File: src/rtl/lrsc_reservation_unit.sv
// lrsc_reservation_unit
// Tracks one LR/SC reservation per hart at granule resolution. Each SC gets
// a registered success/fail verdict one cycle after it is presented.
// Reservations are lost to foreign stores, foreign successful SCs, the
// hart's own SC or store, lifetime expiry, and reset.
module lrsc_reservation_unit #(
    parameter int NUM_HARTS    = 2,
    parameter int ADDR_WIDTH   = 32,
    parameter int GRANULE_BITS = 2,
    parameter int TIMEOUT      = 64
) (
    input  logic                            clk,
    input  logic                            rst,
    input  logic [NUM_HARTS-1:0]            req_valid,
    input  logic [2*NUM_HARTS-1:0]          req_op,
    input  logic [ADDR_WIDTH*NUM_HARTS-1:0] req_addr,
    output logic [NUM_HARTS-1:0]            resp_valid,
    output logic [NUM_HARTS-1:0]            sc_success,
    output logic [NUM_HARTS-1:0]            reserved_flag,
    output logic [NUM_HARTS-1:0]            conflict_pulse
);

    localparam int TW = ADDR_WIDTH - GRANULE_BITS;
    // Keep the counter at least one bit wide so TIMEOUT=0 still elaborates
    localparam int CW = (TIMEOUT > 0) ? $clog2(TIMEOUT + 1) : 1;
    localparam logic [CW-1:0] CNT_LOAD = CW'(TIMEOUT);

    localparam logic [1:0] OP_LR = 2'b01;
    localparam logic [1:0] OP_SC = 2'b10;
    localparam logic [1:0] OP_ST = 2'b11;

    logic [NUM_HARTS-1:0] valid_q, valid_d;
    logic [TW-1:0]        tag_q [NUM_HARTS];
    logic [TW-1:0]        tag_d [NUM_HARTS];
    logic [CW-1:0]        cnt_q [NUM_HARTS];
    logic [CW-1:0]        cnt_d [NUM_HARTS];

    logic [TW-1:0]        req_tag [NUM_HARTS];
    logic [NUM_HARTS-1:0] is_lr, is_sc, is_st;
    logic [NUM_HARTS-1:0] sc_ok, sc_win, killer, foreign_kill;

    // Granule bits below the tag never take part in matching
    logic unused_addr_bits;
    assign unused_addr_bits = ^req_addr;

    // Decode requests and resolve SC arbitration among harts
    always_comb begin
        for (int i = 0; i < NUM_HARTS; i++) begin
            req_tag[i] = req_addr[ADDR_WIDTH*i+GRANULE_BITS +: TW];
            is_lr[i]   = req_valid[i] && (req_op[2*i +: 2] == OP_LR);
            is_sc[i]   = req_valid[i] && (req_op[2*i +: 2] == OP_SC);
            is_st[i]   = req_valid[i] && (req_op[2*i +: 2] == OP_ST);
            sc_ok[i]   = is_sc[i] && valid_q[i] && (tag_q[i] == req_tag[i]);
        end
        // A lower-index hart with an eligible SC to the same granule takes it;
        // whether that hart itself wins or loses to an even lower one, i loses.
        for (int i = 0; i < NUM_HARTS; i++) begin
            sc_win[i] = sc_ok[i];
            for (int j = 0; j < NUM_HARTS; j++) begin
                if (j < i && sc_ok[j] && (req_tag[j] == req_tag[i]))
                    sc_win[i] = 1'b0;
            end
            killer[i] = is_st[i] || sc_win[i];
        end
    end

    // Compute each hart's next reservation: expire, then kill, then LR install
    always_comb begin
        for (int j = 0; j < NUM_HARTS; j++) begin
            foreign_kill[j] = 1'b0;
            for (int i = 0; i < NUM_HARTS; i++) begin
                if (i != j && killer[i] && valid_q[j] && (req_tag[i] == tag_q[j]))
                    foreign_kill[j] = 1'b1;
            end

            valid_d[j] = valid_q[j];
            tag_d[j]   = tag_q[j];
            cnt_d[j]   = cnt_q[j];

            if (TIMEOUT > 0 && valid_q[j]) begin
                cnt_d[j] = cnt_q[j] - CW'(1);
                if (cnt_q[j] == CW'(1) || cnt_q[j] == '0)
                    valid_d[j] = 1'b0;
            end

            if (foreign_kill[j] || is_sc[j] ||
                (is_st[j] && valid_q[j] && (tag_q[j] == req_tag[j])))
                valid_d[j] = 1'b0;

            if (is_lr[j]) begin
                valid_d[j] = 1'b1;
                tag_d[j]   = req_tag[j];
                cnt_d[j]   = CNT_LOAD;
            end
        end
    end

    // Reservation state and registered verdict/conflict outputs
    always_ff @(posedge clk) begin
        if (rst) begin
            valid_q        <= '0;
            resp_valid     <= '0;
            sc_success     <= '0;
            conflict_pulse <= '0;
            for (int i = 0; i < NUM_HARTS; i++) begin
                tag_q[i] <= '0;
                cnt_q[i] <= '0;
            end
        end else begin
            valid_q        <= valid_d;
            resp_valid     <= is_sc;
            sc_success     <= sc_win;
            conflict_pulse <= foreign_kill;
            for (int i = 0; i < NUM_HARTS; i++) begin
                tag_q[i] <= tag_d[i];
                cnt_q[i] <= cnt_d[i];
            end
        end
    end

    assign reserved_flag = valid_q;

endmodule

File: config.mk
export PLATFORM = sky130hd
export DESIGN_NAME = lrsc_reservation_unit
export DESIGN_NICKNAME = d
export VERILOG_FILES = /design/src/rtl/lrsc_reservation_unit.sv
export SDC_FILE = /design/constraint.sdc
export NUM_CORES = 1
export LEC_CHECK = 0
export BUFFER_PORTS_ARGS = -buffer_cell sky130_fd_sc_hd__buf_2
export CORE_MARGIN = 2
export CORE_UTILIZATION = 40
export DETAILED_ROUTE_END_ITERATION = 10
export MAX_ROUTING_LAYER = met4
export PLACE_DENSITY = 0.73
export REMOVE_ABC_BUFFERS = 1
export SYNTH_ARGS = -nofsm -noshare
export SYNTH_HDL_FRONTEND = slang
export SYNTH_SLANG_ARGS = --single-unit
File: constraint.sdc
create_clock -name clk -period 1.86 [get_ports clk]
set_input_delay 0.279 -clock clk [delete_from_list [all_inputs] [get_ports clk]]
set_output_delay 0.279 -clock clk [all_outputs]
set_load 0.02 [all_outputs]
==> flow_summary.html, run 1 <==
<table>
<tr><th>Metric</th><th>Value</th></tr>
<tr><th colspan="2">Status</th></tr>
<tr><td>Status</td><td>finished with violations</td></tr>
<tr><td>Failing checks</td><td>setup timing</td></tr>
<tr><th colspan="2">Detailed routing</th></tr>
<tr><td>DRC violations left</td><td>0</td></tr>
<tr><td>Routed length per placed instance</td><td>16.97 um</td></tr>
<tr><td>Mean number of vias per cell</td><td>5.190</td></tr>
<tr><td>Number of iterations in the first detailed-routing pass</td><td>5</td></tr>
<tr><td>ANT nets after route</td><td>0</td></tr>
<tr><td>1st-iter DRT viols</td><td>381</td></tr>
<tr><td>Routed wire length</td><td>16.38 mm</td></tr>
<tr><td>DR vias</td><td>5,008</td></tr>
<tr><th colspan="2">Logic synthesis</th></tr>
<tr><td>Multiplexer area fraction after synthesis</td><td>0%</td></tr>
<tr><td>FF+latch count, synth</td><td>82</td></tr>
<tr><td>Dominant combinational cell family by area after synthesis</td><td>XOR/XNOR gates</td></tr>
<tr><td>Count of synthesis-stage warnings from yosys</td><td>0</td></tr>
<tr><td>Leading cell types by total area after synthesis</td><td>sky130_fd_sc_hd__dfxtp_1 (33%), sky130_fd_sc_hd__xnor2_1 (15%), sky130_fd_sc_hd__xor2_1 (14%)</td></tr>
<tr><td>Compound-gate portion of the synthesized area</td><td>8.191%</td></tr>
<tr><td>Share of synthesized area occupied by flip-flops and latches</td><td>33.48%</td></tr>
<tr><td>Number of library cell types mapped by synthesis</td><td>38</td></tr>
<tr><td>Mean instance size in the synthesized netlist</td><td>8.025 um2</td></tr>
<tr><td>Number of flops mapped to enable cells by yosys</td><td>0</td></tr>
<tr><td>Predominant post-synthesis flop cell</td><td>sky130_fd_sc_hd__dfxtp_1</td></tr>
<tr><td>Async set or reset register ratio after synthesis</td><td>0%</td></tr>
<tr><td>Synth Area in Adders</td><td>1.276%</td></tr>
<tr><td>Parity-gate share of the synthesized area counting xor and xnor cells</td><td>28.94%</td></tr>
<tr><td>Post-synth top area cell</td><td>sky130_fd_sc_hd__dfxtp_1</td></tr>
<tr><td>Gate count after technology mapping</td><td>611</td></tr>
<tr><td>Proportion of netlist area held by the largest area contributor</td><td>33.48%</td></tr>
<tr><td>Cell area after synthesis</td><td>0.004903 mm2</td></tr>
<tr><td>Simple-gate share of the synthesized area</td><td>25.90%</td></tr>
<tr><th colspan="2">Placement</th></tr>
<tr><td>Cell count after placement</td><td>947</td></tr>
<tr><td>Number of buffers inserted by port buffering</td><td>75</td></tr>
<tr><td>Detail Placement HPWL</td><td>12.97 mm</td></tr>
<tr><td>Post-Place Cell Area</td><td>0.006451 mm2</td></tr>
<tr><td>Pre-CTS worst setup slack</td><td>-0.3210 ns</td></tr>
<tr><td>Routability cong.</td><td>1.056</td></tr>
<tr><th colspan="2">GRT</th></tr>
<tr><td>Grt ovf</td><td>0</td></tr>
<tr><td>Vias in the first global route</td><td>4,914</td></tr>
<tr><td>First-pass GRT wire length</td><td>25.60 mm</td></tr>
<tr><td>Pin count of the biggest net entering global routing</td><td>43</td></tr>
<tr><td>Total routing usage reported by global routing</td><td>26.47%</td></tr>
<tr><td>Number of antenna violations at the first check in global routing</td><td>0</td></tr>
<tr><th colspan="2">Critical path</th></tr>
<tr><td>Reg-to-reg setup timing slack</td><td>-0.26 ns</td></tr>
<tr><td>Classification of the worst setup path</td><td>reg2reg</td></tr>
<tr><td>Cell occurring most often along the worst timing path</td><td>sky130_fd_sc_hd__or4_4</td></tr>
<tr><td>Kind of capture point of the worst setup path</td><td>flop</td></tr>
<tr><td>Worst Setup EP</td><td>reserved_flag[0]</td></tr>
<tr><td>Critical path data arrival time</td><td>2.40 ns</td></tr>
<tr><td>Path depth of the worst reg2reg path</td><td>6</td></tr>
<tr><td>Worst setup SP type</td><td>flop</td></tr>
<tr><td>Worst setup path start</td><td>tag_q[0][12]</td></tr>
<tr><td>Biggest fanout along the worst timing path</td><td>3</td></tr>
<tr><td>Cell breakdown of the critical path</td><td>xor2_2, or4_4, or4_4, nor4_4, o31ai_2, o22ai_2</td></tr>
<tr><td>Worst path bufs/invs</td><td>0</td></tr>
<tr><td>FF-to-FF End</td><td>reserved_flag[0]</td></tr>
<tr><td>Delay of the slowest cell on the worst path</td><td>0.52 ns</td></tr>
<tr><td>Data required time at the worst endpoint</td><td>2.14 ns</td></tr>
<tr><td>Cell class contributing the biggest share of worst-path delay</td><td>simple AND/OR/NAND/NOR gates</td></tr>
<tr><td>Path length in cells of the critical path</td><td>6</td></tr>
<tr><td>Worst flop-to-flop path startpoint</td><td>tag_q[0][12]</td></tr>
<tr><td>Crit-path slowest cell</td><td>sky130_fd_sc_hd__or4_4</td></tr>
<tr><th colspan="2">Cells and area</th></tr>
<tr><td>Fill cells</td><td>1,084</td></tr>
<tr><td>Cell Count, Final, Fillers Out</td><td>965</td></tr>
<tr><td>Sequential Area</td><td>0.001645 mm2</td></tr>
<tr><td>Area growth syn-to-layout</td><td>41.36%</td></tr>
<tr><td>Area of the multi-input gates</td><td>0.003272 mm2</td></tr>
<tr><td>Utilization of the core after routing</td><td>57.71%</td></tr>
<tr><td>Post-route cell area</td><td>0.006932 mm2</td></tr>
<tr><td>Share of layout cells above drive strength 1</td><td>31.33%</td></tr>
<tr><td>Total number of nets in the final design</td><td>889</td></tr>
<tr><th colspan="2">Power and ir drop</th></tr>
<tr><td>Worst IR drop on VDD</td><td>0.0004594 V</td></tr>
<tr><td>Pwr Density</td><td>723.5 mW/mm2</td></tr>
<tr><td>Pleak</td><td>2.833 nW</td></tr>
<tr><td>Overall power of the completed layout</td><td>5.015 mW</td></tr>
<tr><th colspan="2">Clock tree</th></tr>
<tr><td>Number of buffers created by CTS</td><td>9</td></tr>
<tr><td>Number of hold-repair buffers added at the cts stage</td><td>0</td></tr>
<tr><td>H-tree depth</td><td>3</td></tr>
<tr><td># clock sinks</td><td>82</td></tr>
<tr><td>Root Driver</td><td>sky130_fd_sc_hd__clkbuf_16</td></tr>
<tr><td>Worst skew pair latency</td><td>0.35 ns</td></tr>
<tr><td>Clock tree from TritonCTS</td><td>yes</td></tr>
<tr><td>CTS clock-pin slew for the worst setup and hold paths</td><td>0.06 ns</td></tr>
<tr><td>Maximum buffer depth of the clock tree</td><td>2</td></tr>
<tr><th colspan="2">STA</th></tr>
<tr><td>Count of pins over their slew limit</td><td>0</td></tr>
<tr><td>RSZ-0062 raised after global routing</td><td>yes</td></tr>
<tr><td>Final critical-path required period</td><td>2.116 ns</td></tr>
<tr><td>Peak Freq</td><td>472.5 MHz</td></tr>
<tr><td>Headroom to the max-slew limit</td><td>67.30%</td></tr>
<tr><td>Final Setup Violations</td><td>5</td></tr>
<tr><td>Fin worst setup slack</td><td>-0.2563 ns</td></tr>
<tr><td>Worst hold slack</td><td>0.2121 ns</td></tr>
<tr><td>Total negative setup slack</td><td>-0.5917 ns</td></tr>
<tr><td>Final worst path period share</td><td>113.8%</td></tr>
<tr><td>Clock skew after layout</td><td>0.005587 ns</td></tr>
<tr><td>Transition time of the tightest slew-check pin</td><td>0.4905 ns</td></tr>
<tr><td>Final Hold Violating Endpoints</td><td>0</td></tr>
<tr><th colspan="2">Floorplanning</th></tr>
<tr><td>Number of cell rows</td><td>40</td></tr>
<tr><td>Core box area</td><td>0.01201 mm2</td></tr>
<tr><td>Initial standard-cell utilization of the core</td><td>40.82%</td></tr>
<tr><td>Height of the die</td><td>114.7 um</td></tr>
<tr><td>Die width</td><td>114.7 um</td></tr>
<tr><td>Top-level I/O count</td><td>80</td></tr>
<tr><td>Die ar.</td><td>0.01316 mm2</td></tr>
<tr><th colspan="2">Hold path</th></tr>
<tr><td>Min-delay src</td><td>req_addr[52]</td></tr>
<tr><td>Type of the tightest min-delay check</td><td>in2reg</td></tr>
<tr><th colspan="2">Flow run</th></tr>
<tr><td>Max cap viols</td><td>0</td></tr>
</table>
## tightest hold or removal path: cells and delay by family
kind | cells | cell delay [ns]
buf+inv | 1 | 0.13
simple gates | 1 | 0.06
compound gates | 1 | 0.05
## layout by cell type, fill, tap and decap left out, types with 24 or more instances in the layout
cell type                 count
sky130_fd_sc_hd__nor2_1      26
sky130_fd_sc_hd__xor2_1      77
sky130_fd_sc_hd__nor4_1      24
sky130_fd_sc_hd__nand4_1     30
sky130_fd_sc_hd__buf_2       75
sky130_fd_sc_hd__dfxtp_1     79
sky130_fd_sc_hd__nand2_1    131
sky130_fd_sc_hd__a21oi_1     62
sky130_fd_sc_hd__xnor2_1     81
sky130_fd_sc_hd__buf_4      136
## kinds of logic after synthesis
| logic type | Yosys count |
|---|---|
| AOI/OAI and AO/OA | 73 |
| xor gates and xnor gates | 162 |
| adders and majority gates | 5 |
| buffers and inverters | 29 |
| DFF | 82 |
| and+or+nand+nor | 260 |
## cell type report
cell class / instances / area share, %
tap: 147 / 2.653
antenna: 1 / 0.03610
inverter: 5 / 0.2708
timing repair buffer: 214 / 21.01
clock inverter: 5 / 1.444
clock buffer: 11 / 3.646
multi-input combinational: 500 / 47.20
sequential: 82 / 23.74
## per-layer routing
| layer | share of wire (%) | track usage [%] | vias to the layer above |
|---|---|---|---|
| li1 | - | - | 2493 |
| met1 | 44 | 32.30 | 2326 |
| met2 | 47 | 43.04 | 147 |
| met3 | 5.6 | 5.982 | 42 |
| met4 | 3.7 | 9.398 | 0 |
| met5 | 0 | - | - |
## worst min path at each step
stage	endpoint	slack, ns	cells past startpoint
2_1_floorplan	cnt_q[0][13]	0.35	1
3_3_place_gp	tag_q[0][10]	0.48	2
3_5_place_dp	tag_q[0][12]	0.49	2
4_1_cts	tag_q[0][44]	0.20	3
5_1_grt	tag_q[0][59]	0.21	3
6_report	tag_q[0][48]	0.21	3
## synth_stat cells (3+ instances only)
| cell type | n |
|---|---|
| sky130_fd_sc_hd__nand3_1 | 6 |
| sky130_fd_sc_hd__nor4_1 | 25 |
| sky130_fd_sc_hd__xnor2_1 | 82 |
| sky130_fd_sc_hd__dfxtp_1 | 82 |
| sky130_fd_sc_hd__nand4_1 | 30 |
| sky130_fd_sc_hd__inv_1 | 5 |
| sky130_fd_sc_hd__nor3_1 | 7 |
| sky130_fd_sc_hd__nor4b_1 | 4 |
| sky130_fd_sc_hd__nand2_1 | 131 |
| sky130_fd_sc_hd__or4_1 | 6 |
| sky130_fd_sc_hd__nor2_1 | 29 |
| sky130_fd_sc_hd__nand3b_1 | 3 |
| sky130_fd_sc_hd__xor2_1 | 80 |
| sky130_fd_sc_hd__a21oi_1 | 62 |
| sky130_fd_sc_hd__clkbuf_1 | 24 |
| sky130_fd_sc_hd__ha_1 | 5 |
## repair_timing
action | 4_1_cts | 5_1_grt
resized for setup | 7 | 16
setup buffers | 0 | 1
pin swaps | 3 | 3
endpoints found under the setup margin | 5 | 6
## report_power, final
group | switching, mW | total (mW) | leakage (nW) | internal (mW)
Combinational | 0.549 | 1.02 | 1.99 | 0.471
Clock | 0.744 | 2.12 | 0.176 | 1.38
Sequential | 0.0516 | 1.87 | 0.668 | 1.82
Total | 1.35 | 5.02 | 2.83 | 3.67
## flip-flops by register name, summed over array words and instances, names as in the netlist
name	flops
tag_q	60
cnt_q	14
conflict_pulse	2
reserved_flag	2
resp_valid	2
sc_success	2
(Power assumes the default switching activity.)
==> inputs of run 2 (changes only) <==
--- a/config.mk
+++ b/config.mk
@@ -8,6 +8,7 @@
 export BUFFER_PORTS_ARGS = -buffer_cell sky130_fd_sc_hd__buf_2
 export CORE_MARGIN = 2
 export CORE_UTILIZATION = 40
+export CTS_BUF_LIST = sky130_fd_sc_hd__clkbuf_8
 export DETAILED_ROUTE_END_ITERATION = 10
 export MAX_ROUTING_LAYER = met4
 export PLACE_DENSITY = 0.73
==> flow_summary.html, run 2 (synthesis results as in run 1) <==
<table>
<tr><th>Metric</th><th>Value</th></tr>
<tr><th colspan="2">STA</th></tr>
<tr><td>Total negative setup slack</td><td>-0.6297 ns</td></tr>
<tr><td>Peak Freq</td><td>470.6 MHz</td></tr>
<tr><td>Count of pins over their slew limit</td><td>0</td></tr>
<tr><td>Final worst path period share</td><td>114.2%</td></tr>
<tr><td>Final Hold Violating Endpoints</td><td>0</td></tr>
<tr><td>Transition time of the tightest slew-check pin</td><td>0.4877 ns</td></tr>
<tr><td>Worst hold slack</td><td>0.1723 ns</td></tr>
<tr><td>Clock skew after layout</td><td>0.01361 ns</td></tr>
<tr><td>RSZ-0062 raised after global routing</td><td>yes</td></tr>
<tr><td>Final critical-path required period</td><td>2.125 ns</td></tr>
<tr><td>Final Setup Violations</td><td>5</td></tr>
<tr><td>Fin worst setup slack</td><td>-0.2648 ns</td></tr>
<tr><td>Headroom to the max-slew limit</td><td>67.48%</td></tr>
<tr><th colspan="2">Power and ir drop</th></tr>
<tr><td>Share of power burned in registers</td><td>41.2%</td></tr>
<tr><td>Internal Dissipation</td><td>3.248 mW</td></tr>
<tr><td>Clock power share</td><td>36.4%</td></tr>
<tr><td>Combinational cell fraction of total power</td><td>22.4%</td></tr>
<tr><td>Proportion of total power due to net switching</td><td>28.37%</td></tr>
<tr><td>Pwr Density</td><td>664.5 mW/mm2</td></tr>
<tr><td>Psw</td><td>1.287 mW</td></tr>
<tr><td>Overall power of the completed layout</td><td>4.535 mW</td></tr>
<tr><td>Pleak</td><td>2.782 nW</td></tr>
<tr><td>Worst IR drop on VDD</td><td>0.0005659 V</td></tr>
<tr><th colspan="2">Clock tree</th></tr>
<tr><td>Number of buffers created by CTS</td><td>9</td></tr>
<tr><td>Clock tree from TritonCTS</td><td>yes</td></tr>
<tr><td>Root Driver</td><td>sky130_fd_sc_hd__clkbuf_8</td></tr>
<tr><td>Maximum buffer depth of the clock tree</td><td>2</td></tr>
<tr><td>H-tree depth</td><td>3</td></tr>
<tr><td>Worst skew pair latency</td><td>0.39 ns</td></tr>
<tr><td>CTS clock-pin slew for the worst setup and hold paths</td><td>0.09 ns</td></tr>
<tr><td># clock sinks</td><td>82</td></tr>
<tr><td>Setup bufs post-CTS</td><td>0</td></tr>
<tr><th colspan="2">Hold path</th></tr>
<tr><td>Type of the tightest min-delay check</td><td>in2reg</td></tr>
<tr><th colspan="2">Cells and area</th></tr>
<tr><td>Share of layout cells above drive strength 1</td><td>31.37%</td></tr>
<tr><td>Total number of nets in the final design</td><td>888</td></tr>
<tr><td>Largest reg by FF count</td><td>tag_q</td></tr>
<tr><td>Post-route cell area</td><td>0.006824 mm2</td></tr>
<tr><td>Top flop regs</td><td>tag_q x60, cnt_q x14</td></tr>
<tr><td>Commonest cells after routing, fill and taps aside</td><td>sky130_fd_sc_hd__buf_4 (135), sky130_fd_sc_hd__nand2_1 (131), sky130_fd_sc_hd__xnor2_1 (81)</td></tr>
<tr><td>Max reg flops</td><td>60</td></tr>
<tr><td>Number of inserted diodes</td><td>0</td></tr>
<tr><td>Area growth syn-to-layout</td><td>39.17%</td></tr>
<tr><td>Fill cells</td><td>1,102</td></tr>
<tr><td>Most common cell after layout, fill and taps aside</td><td>sky130_fd_sc_hd__buf_4</td></tr>
<tr><th colspan="2">Detailed routing</th></tr>
<tr><td>ANT nets after route</td><td>0</td></tr>
<tr><td>Mean number of vias per cell</td><td>5.154</td></tr>
<tr><td>DR vias</td><td>4,963</td></tr>
<tr><td>Routed wire length</td><td>16.27 mm</td></tr>
<tr><td>DRC violations left</td><td>0</td></tr>
<tr><td>1st-iter DRT viols</td><td>433</td></tr>
<tr><td>Number of iterations in the first detailed-routing pass</td><td>5</td></tr>
<tr><td>Routed length per placed instance</td><td>16.90 um</td></tr>
<tr><th colspan="2">Critical path</th></tr>
<tr><td>Cell breakdown of the critical path</td><td>xor2_1, or4_4, or4_4, nor4_4, o31ai_2, o22ai_2</td></tr>
<tr><td>Worst setup SP type</td><td>flop</td></tr>
<tr><td>Data required time at the worst endpoint</td><td>2.18 ns</td></tr>
<tr><td>Kind of capture point of the worst setup path</td><td>flop</td></tr>
<tr><td>Critical path data arrival time</td><td>2.44 ns</td></tr>
<tr><td>Classification of the worst setup path</td><td>reg2reg</td></tr>
<tr><td>Crit-path slowest cell</td><td>sky130_fd_sc_hd__or4_4</td></tr>
<tr><td>Cell occurring most often along the worst timing path</td><td>sky130_fd_sc_hd__or4_4</td></tr>
<tr><td>Delay of the slowest cell on the worst path</td><td>0.53 ns</td></tr>
<tr><td>Biggest fanout along the worst timing path</td><td>3</td></tr>
<tr><th colspan="2">Floorplanning</th></tr>
<tr><td>Die width</td><td>114.7 um</td></tr>
<tr><td>Height of the die</td><td>114.7 um</td></tr>
<tr><td>Number of cell rows</td><td>40</td></tr>
<tr><td>Top-level I/O count</td><td>80</td></tr>
<tr><td>Die ar.</td><td>0.01316 mm2</td></tr>
<tr><td>Initial standard-cell utilization of the core</td><td>40.82%</td></tr>
<tr><td>Core box area</td><td>0.01201 mm2</td></tr>
<tr><th colspan="2">GRT</th></tr>
<tr><td>Grt ovf</td><td>0</td></tr>
<tr><td>Total routing usage reported by global routing</td><td>26.32%</td></tr>
<tr><td>Vias in the first global route</td><td>4,890</td></tr>
<tr><td>Number of antenna violations at the first check in global routing</td><td>0</td></tr>
<tr><td>Pin count of the biggest net entering global routing</td><td>43</td></tr>
<tr><td>First-pass GRT wire length</td><td>25.39 mm</td></tr>
<tr><th colspan="2">Placement</th></tr>
<tr><td>Detail Placement HPWL</td><td>12.97 mm</td></tr>
<tr><td>Post-Place Cell Area</td><td>0.006451 mm2</td></tr>
<tr><td>Routability cong.</td><td>1.056</td></tr>
<tr><td>Pre-CTS worst setup slack</td><td>-0.3210 ns</td></tr>
<tr><td>Number of buffers inserted by port buffering</td><td>75</td></tr>
<tr><th colspan="2">Flow run</th></tr>
<tr><td>Max cap viols</td><td>0</td></tr>
<tr><th colspan="2">Status</th></tr>
<tr><td>Failing checks</td><td>setup timing</td></tr>
<tr><td>Status</td><td>finished with violations</td></tr>
</table>
-- run 2: per-layer routing --
layer  GRT usage (%)  wire length (um)
met1           32.02              7102
met2           42.52              7584
met3           6.247              1090
met4           9.639               497
met5               -                 0
-- run 2: layout make-up --
class | instances | area, um2 | share of cell area [%]
Clock buffer | 11 | 151.4 | 2.219
Clock inverter | 5 | 100.1 | 1.467
Inverter | 5 | 18.77 | 0.2750
Multi-Input combinational cell | 500 | 3273 | 47.96
Sequential cell | 82 | 1648 | 24.15
Tap cell | 147 | 183.9 | 2.695
Timing Repair Buffer | 213 | 1449 | 21.23
-- run 2: repair_timing --
| item | 4_1_cts | 5_1_grt |
|---|---|---|
| pin swaps | 4 | 2 |
| setup endpoints to repair | 5 | 6 |
| hold buffers | 0 | 0 |
| gates resized for setup | 10 | 15 |
-- run 2: power groups by stage --
stage	clock network (mW)	registers, mW	logic [mW]
global placement	0	1.91	0.987
global route	1.75	1.88	1.10
detailed placement	0	1.91	0.995
CTS	1.68	1.87	1.00
floorplan	0	1.91	0.403
finish	1.65	1.87	1.02
-- run 2: final timing paths --
kind | slack (ns) | to | depth (start not counted) | startpoint
worst min-delay path | 0.17 | tag_q[0][59] | 3 | req_addr[63]
worst max-delay path | -0.26 | reserved_flag[0] | 6 | tag_q[0][12]
worst max register to register | -0.26 | reserved_flag[0] | 6 | tag_q[0][12]
worst min register to register | 0.48 | tag_q[0][12] | 2 | tag_q[0][12]
-- run 2: critical path, delay by kind of cell, from the launching register on --
family          cells  cell delay (ns)
compound gates      2             0.17
flops               1             0.35
xor+xnor            1             0.19
simple gates        3             1.34
-- run 2: per-stage QoR --
| step | instances | util [%] |
|---|---|---|
| floorplan | 587 | - |
| global placement | 947 | 53.71 |
| detailed placement | 947 | 53.71 |
| CTS | 963 | 56.20 |
| global route | 963 | 56.81 |
| finish | 963 | 56.81 |
